File: src/rtl/riscv_pkg.sv
// Shared load/store definitions: FSM states, funct3 encodings, latched request payload.
package riscv_pkg;

    localparam int unsigned XLEN    = 32;
    localparam int unsigned BE_W    = XLEN / 8;
    localparam int unsigned RD_W    = 5;
    localparam int unsigned FUNCT_W = 3;

    typedef enum logic [2:0] {
        IDLE,
        REQ,
        WAIT,
        DONE,
        ERR
    } lsu_state_t;

    localparam logic [FUNCT_W-1:0] LS_B  = 3'b000;
    localparam logic [FUNCT_W-1:0] LS_H  = 3'b001;
    localparam logic [FUNCT_W-1:0] LS_W  = 3'b010;
    localparam logic [FUNCT_W-1:0] LS_BU = 3'b100;
    localparam logic [FUNCT_W-1:0] LS_HU = 3'b101;

    // Request fields kept after accept for the FSM and load extraction.
    typedef struct packed {
        logic               store;
        logic [FUNCT_W-1:0] funct3;
        logic [1:0]         offset;
        logic [RD_W-1:0]    rd;
    } lsu_op_t;

    // A request is rejected for an encoding that is not a legal access or a misaligned address.
    function automatic logic ls_bad(input logic store, input logic [FUNCT_W-1:0] funct3,
                                    input logic [1:0] offset);
        logic illegal;
        logic misaligned;
        if (store) begin
            illegal = !(funct3 == LS_B || funct3 == LS_H || funct3 == LS_W);
        end else begin
            illegal = !(funct3 == LS_B || funct3 == LS_H || funct3 == LS_W ||
                        funct3 == LS_BU || funct3 == LS_HU);
        end
        misaligned = ((funct3[1:0] == 2'b01) && offset[0]) ||
                     ((funct3[1:0] == 2'b10) && (offset != 2'b00));
        return illegal || misaligned;
    endfunction

endpackage

File: src/rtl/lsu_align.sv
// Combinational lane logic: store byte enables / replication and load extract / extension.
module lsu_align
    import riscv_pkg::*;
(
    input  logic [1:0]         st_offset,
    input  logic [1:0]         st_size,
    input  logic [XLEN-1:0]    st_wdata,
    input  logic [1:0]         ld_offset,
    input  logic [FUNCT_W-1:0] ld_funct3,
    input  logic [XLEN-1:0]    ld_rdata,
    output logic [BE_W-1:0]    be_c,
    output logic [XLEN-1:0]    wdata_c,
    output logic [XLEN-1:0]    rdata_c
);

    logic [7:0]  ld_byte;
    logic [15:0] ld_half;
    logic        ld_signed;

    // Byte enables and lane-replicated write data from access size and address offset.
    always_comb begin
        be_c    = 4'b1111;
        wdata_c = st_wdata;
        case (st_size)
            2'b00: begin
                be_c    = 4'b0001 << st_offset;
                wdata_c = {4{st_wdata[7:0]}};
            end
            2'b01: begin
                be_c    = 4'b0011 << {st_offset[1], 1'b0};
                wdata_c = {2{st_wdata[15:0]}};
            end
            default: begin
                be_c    = 4'b1111;
                wdata_c = st_wdata;
            end
        endcase
    end

    // Pick the addressed lane of the read word, then sign- or zero-extend it.
    always_comb begin
        ld_byte   = ld_rdata[7:0];
        ld_half   = ld_offset[1] ? ld_rdata[31:16] : ld_rdata[15:0];
        ld_signed = !ld_funct3[2];
        rdata_c   = ld_rdata;
        case (ld_offset)
            2'b00:   ld_byte = ld_rdata[7:0];
            2'b01:   ld_byte = ld_rdata[15:8];
            2'b10:   ld_byte = ld_rdata[23:16];
            default: ld_byte = ld_rdata[31:24];
        endcase
        case (ld_funct3[1:0])
            2'b00:   rdata_c = {{24{ld_signed & ld_byte[7]}}, ld_byte};
            2'b01:   rdata_c = {{16{ld_signed & ld_half[15]}}, ld_half};
            default: rdata_c = ld_rdata;
        endcase
    end

endmodule

File: src/rtl/load_store_unit.sv
// Memory stage: one outstanding access on a req/gnt/rvalid port, completion back to writeback.
module load_store_unit
    import riscv_pkg::*;
#(
    parameter int unsigned TIMEOUT = 16
) (
    input  logic               clk,
    input  logic               rst,
    input  logic               in_valid,
    output logic               in_ready,
    input  logic               in_store,
    input  logic [FUNCT_W-1:0] in_funct3,
    input  logic [XLEN-1:0]    in_addr,
    input  logic [XLEN-1:0]    in_wdata,
    input  logic [RD_W-1:0]    in_rd,
    output logic               mem_req,
    output logic               mem_we,
    output logic [XLEN-1:0]    mem_addr,
    output logic [BE_W-1:0]    mem_be,
    output logic [XLEN-1:0]    mem_wdata,
    input  logic               mem_gnt,
    input  logic               mem_rvalid,
    input  logic [XLEN-1:0]    mem_rdata,
    output logic               done,
    output logic [RD_W-1:0]    done_rd,
    output logic [XLEN-1:0]    done_data,
    output logic               done_err
);

    localparam int unsigned CNT_W   = (TIMEOUT < 2) ? 1 : $clog2(TIMEOUT);
    localparam int unsigned TO_LAST = (TIMEOUT == 0) ? 0 : TIMEOUT - 1;

    lsu_state_t       state;
    lsu_state_t       state_next;
    logic [CNT_W-1:0] cnt;
    logic [CNT_W-1:0] cnt_next;
    lsu_op_t          op;

    logic             accept_c;
    logic             in_bad_c;
    logic             timeout_hit_c;
    logic             finish_c;
    logic             cur_store_c;
    logic [RD_W-1:0]  cur_rd_c;
    logic [BE_W-1:0]  be_c;
    logic [XLEN-1:0]  wdata_c;
    logic [XLEN-1:0]  rdata_c;

    assign accept_c      = in_valid && (state == IDLE);
    assign in_bad_c      = ls_bad(in_store, in_funct3, in_addr[1:0]);
    assign timeout_hit_c = (TIMEOUT != 0) && (cnt == CNT_W'(TO_LAST));
    assign finish_c      = (state_next == DONE) || (state_next == ERR);
    // A request rejected at accept has not been latched yet, so report from the inputs.
    assign cur_store_c   = (state == IDLE) ? in_store : op.store;
    assign cur_rd_c      = (state == IDLE) ? in_rd : op.rd;

    lsu_align u_align (
        .st_offset (in_addr[1:0]),
        .st_size   (in_funct3[1:0]),
        .st_wdata  (in_wdata),
        .ld_offset (op.offset),
        .ld_funct3 (op.funct3),
        .ld_rdata  (mem_rdata),
        .be_c      (be_c),
        .wdata_c   (wdata_c),
        .rdata_c   (rdata_c)
    );

    // State and timeout counter registers.
    always_ff @(posedge clk or posedge rst) begin
        if (rst) begin
            state <= IDLE;
            cnt   <= '0;
        end else begin
            state <= state_next;
            cnt   <= cnt_next;
        end
    end

    // Next state; gnt/rvalid win over a timeout expiring in the same cycle.
    always_comb begin
        state_next = state;
        cnt_next   = cnt;
        case (state)
            IDLE: begin
                cnt_next = '0;
                if (accept_c) begin
                    state_next = in_bad_c ? ERR : REQ;
                end
            end
            REQ: begin
                if (mem_gnt) begin
                    state_next = op.store ? DONE : WAIT;
                    cnt_next   = '0;
                end else if (timeout_hit_c) begin
                    state_next = ERR;
                end else begin
                    cnt_next = cnt + CNT_W'(1);
                end
            end
            WAIT: begin
                if (mem_rvalid) begin
                    state_next = DONE;
                end else if (timeout_hit_c) begin
                    state_next = ERR;
                end else begin
                    cnt_next = cnt + CNT_W'(1);
                end
            end
            DONE:    state_next = IDLE;
            ERR:     state_next = IDLE;
            default: state_next = IDLE;
        endcase
    end

    // Latched request, memory port and completion outputs, all registered from the next state.
    always_ff @(posedge clk or posedge rst) begin
        if (rst) begin
            op        <= '0;
            in_ready  <= 1'b1;
            mem_req   <= 1'b0;
            mem_we    <= 1'b0;
            mem_addr  <= '0;
            mem_be    <= '0;
            mem_wdata <= '0;
            done      <= 1'b0;
            done_err  <= 1'b0;
            done_rd   <= '0;
            done_data <= '0;
        end else begin
            in_ready <= (state_next == IDLE);
            mem_req  <= (state_next == REQ);
            if (accept_c) begin
                op <= '{store: in_store, funct3: in_funct3, offset: in_addr[1:0], rd: in_rd};
            end
            if (accept_c && !in_bad_c) begin
                mem_we    <= in_store;
                mem_addr  <= {in_addr[XLEN-1:2], 2'b00};
                mem_be    <= be_c;
                mem_wdata <= wdata_c;
            end else if (state_next != REQ) begin
                mem_we <= 1'b0;
                mem_be <= '0;
            end
            done      <= finish_c;
            done_err  <= (state_next == ERR);
            done_rd   <= (finish_c && !cur_store_c) ? cur_rd_c : '0;
            done_data <= (state == WAIT && state_next == DONE) ? rdata_c : '0;
        end
    end

endmodule

File: config.mk
export PLATFORM = sky130hd
export DESIGN_NAME = load_store_unit
export DESIGN_NICKNAME = d
export VERILOG_FILES = /design/src/rtl/riscv_pkg.sv /design/src/rtl/lsu_align.sv /design/src/rtl/load_store_unit.sv
export SDC_FILE = /design/constraint.sdc
export NUM_CORES = 1
export LEC_CHECK = 0
export CORE_ASPECT_RATIO = 1.4
export CORE_MARGIN = 1.5
export CORE_UTILIZATION = 40
export CTS_BUF_LIST = sky130_fd_sc_hd__clkbuf_16
export DETAILED_ROUTE_END_ITERATION = 6
export GPL_ROUTABILITY_DRIVEN = 0
export PLACE_DENSITY = 0.77
export SETUP_SLACK_MARGIN = 0.4
export SLEW_MARGIN = 20
export SYNTH_ARGS = -nofsm -noshare
export SYNTH_HDL_FRONTEND = slang
export SYNTH_SLANG_ARGS = --single-unit
File: constraint.sdc
create_clock -name clk -period 4.2 [get_ports clk]
set_input_delay 0.84 -clock clk [delete_from_list [all_inputs] [get_ports clk]]
set_output_delay 0.84 -clock clk [all_outputs]
set_load 0.005 [all_outputs]
==> results.json <==
{
  "yosys.cell_types.count": 47,
  "dieWidth_um": 105,
  "worst_pin_slew_ns": 0.963,
  "netlist_top_cells_count": "dfrtp_1, nand2_1, nor2_1",
  "grt_pass1_vias": 4902,
  "final.setup_skew_ns": 0.00692,
  "cts_resized": 0,
  "hpwl_mm": 11.1,
  "leakage_nw": 3.95,
  "grt_max_degree": 81,
  "antenna_found_initial": 0,
  "yosysWarnings": 0,
  "hold_buffers": 0,
  "rsz0062_at_grt": "no",
  "drtIter0Drc": 136,
  "slowest_delay_ns": 0.74,
  "dr_total_vias": 4627,
  "dr.pass1.iters": 4,
  "start_util_pct": 40.7,
  "worstPathRequired_ns": 4.49,
  "synthArstFlopShare_pct": 100,
  "die_y_um": 146,
  "fp.coreArea_sq_mm": 0.0143,
  "timing.fmax_mhz": 339,
  "post_synth.cell_area_avg_sq_um": 11.6,
  "synth_top_cell_by_area": "dfrtp_1",
  "insertion_delay_ns": 0.41,
  "synthesis.area_sq_mm": 0.00582,
  "final_util_pct": 61.2,
  "finalHoldViolations": 0,
  "drv_slew": 0,
  "post-cts-setup-buffers": 0,
  "wl_per_cell_um": 16.8,
  "worstPathArrival_ns": 3.23,
  "hold_class": "register to register",
  "clock-sinks": 126,
  "setup_viol": 0,
  "clk_pin_slew_worst_paths_ns": 0.06,
  "drv_cap": 0,
  "synth-seq-cells": 126,
  "crit_path_end_kind": "register",
  "synthCells": 501,
  "whs_ns": 0.479,
  "drc_errors": 0,
  "grt_usage_pct": 20.5,
  "grt.overflow.total": 0,
  "grt_pass1_wl_mm": 24.8,
  "n_antenna_cell": 0,
  "yosys.cell_count.top_type": "dfrtp_1",
  "yosysSeqAreaShare_pct": 54.2,
  "power.density_mw_per_mm2": 642,
  "path_cells": "clkdlybuf4s50_1, or4b_1, o21bai_4, buf_12, mux2_4",
  "slew_headroom_pct": 35.6,
  "wl_mm": 15.3,
  "drt-vias-per-instance": 5.07,
  "fin_crit_sh_pct": 70.2,
  "die-area_sq_mm": 0.0153,
  "areaGrowthSynthToFinish_pct": 50.5,
  "synth_area_leaders": "dfrtp_1, mux2_4, mux2i_1, nand2_1, mux4_2",
  "critPathMaxFanout": 80,
  "fin_setup_tns_ns": 0,
  "path_class": "input port to register",
  "synth.top_cell.area_share_pct": 53.7,
  "synth-main-ff-cell": "dfrtp_1",
  "cts_root_buf": "clkbuf_16",
  "synth-edff-count": 0,
  "rows": 52,
  "cts-buffers-inserted": 17,
  "place_area_sq_mm": 0.00815,
  "postRouteAntennaNets": 0,
  "drive_gt1_share_pct": 15.2,
  "layout_min_cycle_time_ns": 2.95,
  "cpLargestDelayFamily": "buffers and inverters",
  "vdd_drop_max_uv": 327,
  "tritoncts": "done",
  "cts.htree.levels": 4,
  "cts_buffer_depth": 2,
  "status": "complete, no violations",
  "io_pins": 220,
  "portBuffers": 217,
  "worst-path-buf-inv": 2,
  "design_area_sq_mm": 0.00876,
  "nets": 822,
  "cp-start-kind": "input port",
  "crit_slowest_cell": "or4b_1"
}
where the power goes:
| part | internal (mW) | leakage (nW) | switching, mW |
|---|---|---|---|
| registers | 1.65 | 1.61 | 0.372 |
| logic | 1.34 | 2.05 | 0.737 |
| clock network | 0.945 | 0.296 | 0.576 |
sequential cells by signal, indices dropped and copies added, names as in the netlist:
register / flops
mem_be: 4
cnt: 4
done_data: 32
done_rd: 5
done: 1
op: 11
mem_addr: 30
mem_req: 1
mem_wdata: 32
mem_we: 1
in_ready: 1
done_err: 1
state: 3
final cells by class:
type / count / area [sq um]
clock buffer: 17 / 425
clock inverter: 15 / 185
fill: 1167 / 5550
inverter: 4 / 18.8
multi-input combinational: 337 / 2480
sequential: 126 / 3150
tap: 189 / 236
timing repair buffer: 225 / 2260
worst paths after layout:
path | start | to | slack [ns] | cells after the start
hold / removal | mem_wdata[13] | mem_wdata[13] | 0.48 | 2
max in group asynchronous | rst | in_ready | 2.38 | 3
setup reg to reg | op[6] | done_data[16] | 1.53 | 4
hold reg to reg | mem_wdata[13] | mem_wdata[13] | 0.48 | 2
setup / recovery | in_valid | mem_wdata[3] | 1.25 | 5
min in group asynchronous | rst | mem_wdata[29] | 0.88 | 2
cells by family after synthesis:
kind of cell,synth area share (%)
fa+ha+maj,0.215
other cells,0.0644
compound gates,8.94
simple gates,12.3
mux,20.7
xor+xnor,0.150
buf+inv,3.42
flops,54.2
worst min-delay path: cells and delay by family, from the launching register on:
kind | cells | cell delay [ns]
flops | 1 | 0.34
compound gates | 1 | 0.06
simple gates | 1 | 0.05
layer usage:
layer | global-route usage (%) | vias up | share of wire [%]
li1 | - | 2179 | -
met5 | 0 | - | 0
met1 | 23.4 | 2221 | 39
met2 | 36.0 | 202 | 52
met3 | 5.60 | 25 | 6.8
met4 | 8.08 | 0 | 2.3
through the flow:
| step | total power, mW | setup WS, ns | cells |
|---|---|---|---|
| 3_5_place_dp | 4.12 | 0.905 | 881 |
| 6_report | 5.63 | 1.25 | 913 |
| 3_3_place_gp | 4.03 | 0.979 | 881 |
| 5_1_grt | 5.94 | 1.20 | 913 |
| 2_1_floorplan | 3.04 | 1.81 | 502 |
| 4_1_cts | 5.68 | 1.30 | 913 |
layout by cell type (no fill, tap or decap), types with 2 or more instances in the layout:
master / count
a21oi_1: 20
or2_2: 4
bufinv_16: 3
clkinv_2: 2
o22ai_1: 8
inv_8: 2
mux2_4: 38
clkinvlp_4: 3
nand3_1: 2
buf_4: 6
nor2_1: 44
inv_1: 3
o21ai_0: 31
inv_6: 4
nor3_1: 8
or3b_2: 2
buf_12: 2
a2111oi_0: 8
clkdlybuf4s50_1: 217
nand2_1: 68
nor2b_1: 6
and3_1: 3
a211oi_1: 5
nand2b_1: 8
a31oi_1: 4
mux4_2: 8
clkbuf_16: 17
mux2_2: 13
dfrtp_1: 125
nor4_1: 2
nor3b_1: 3
mux2i_1: 31
conb_1: 2
nand3b_1: 2
Power figures use the tool's default switching activity.
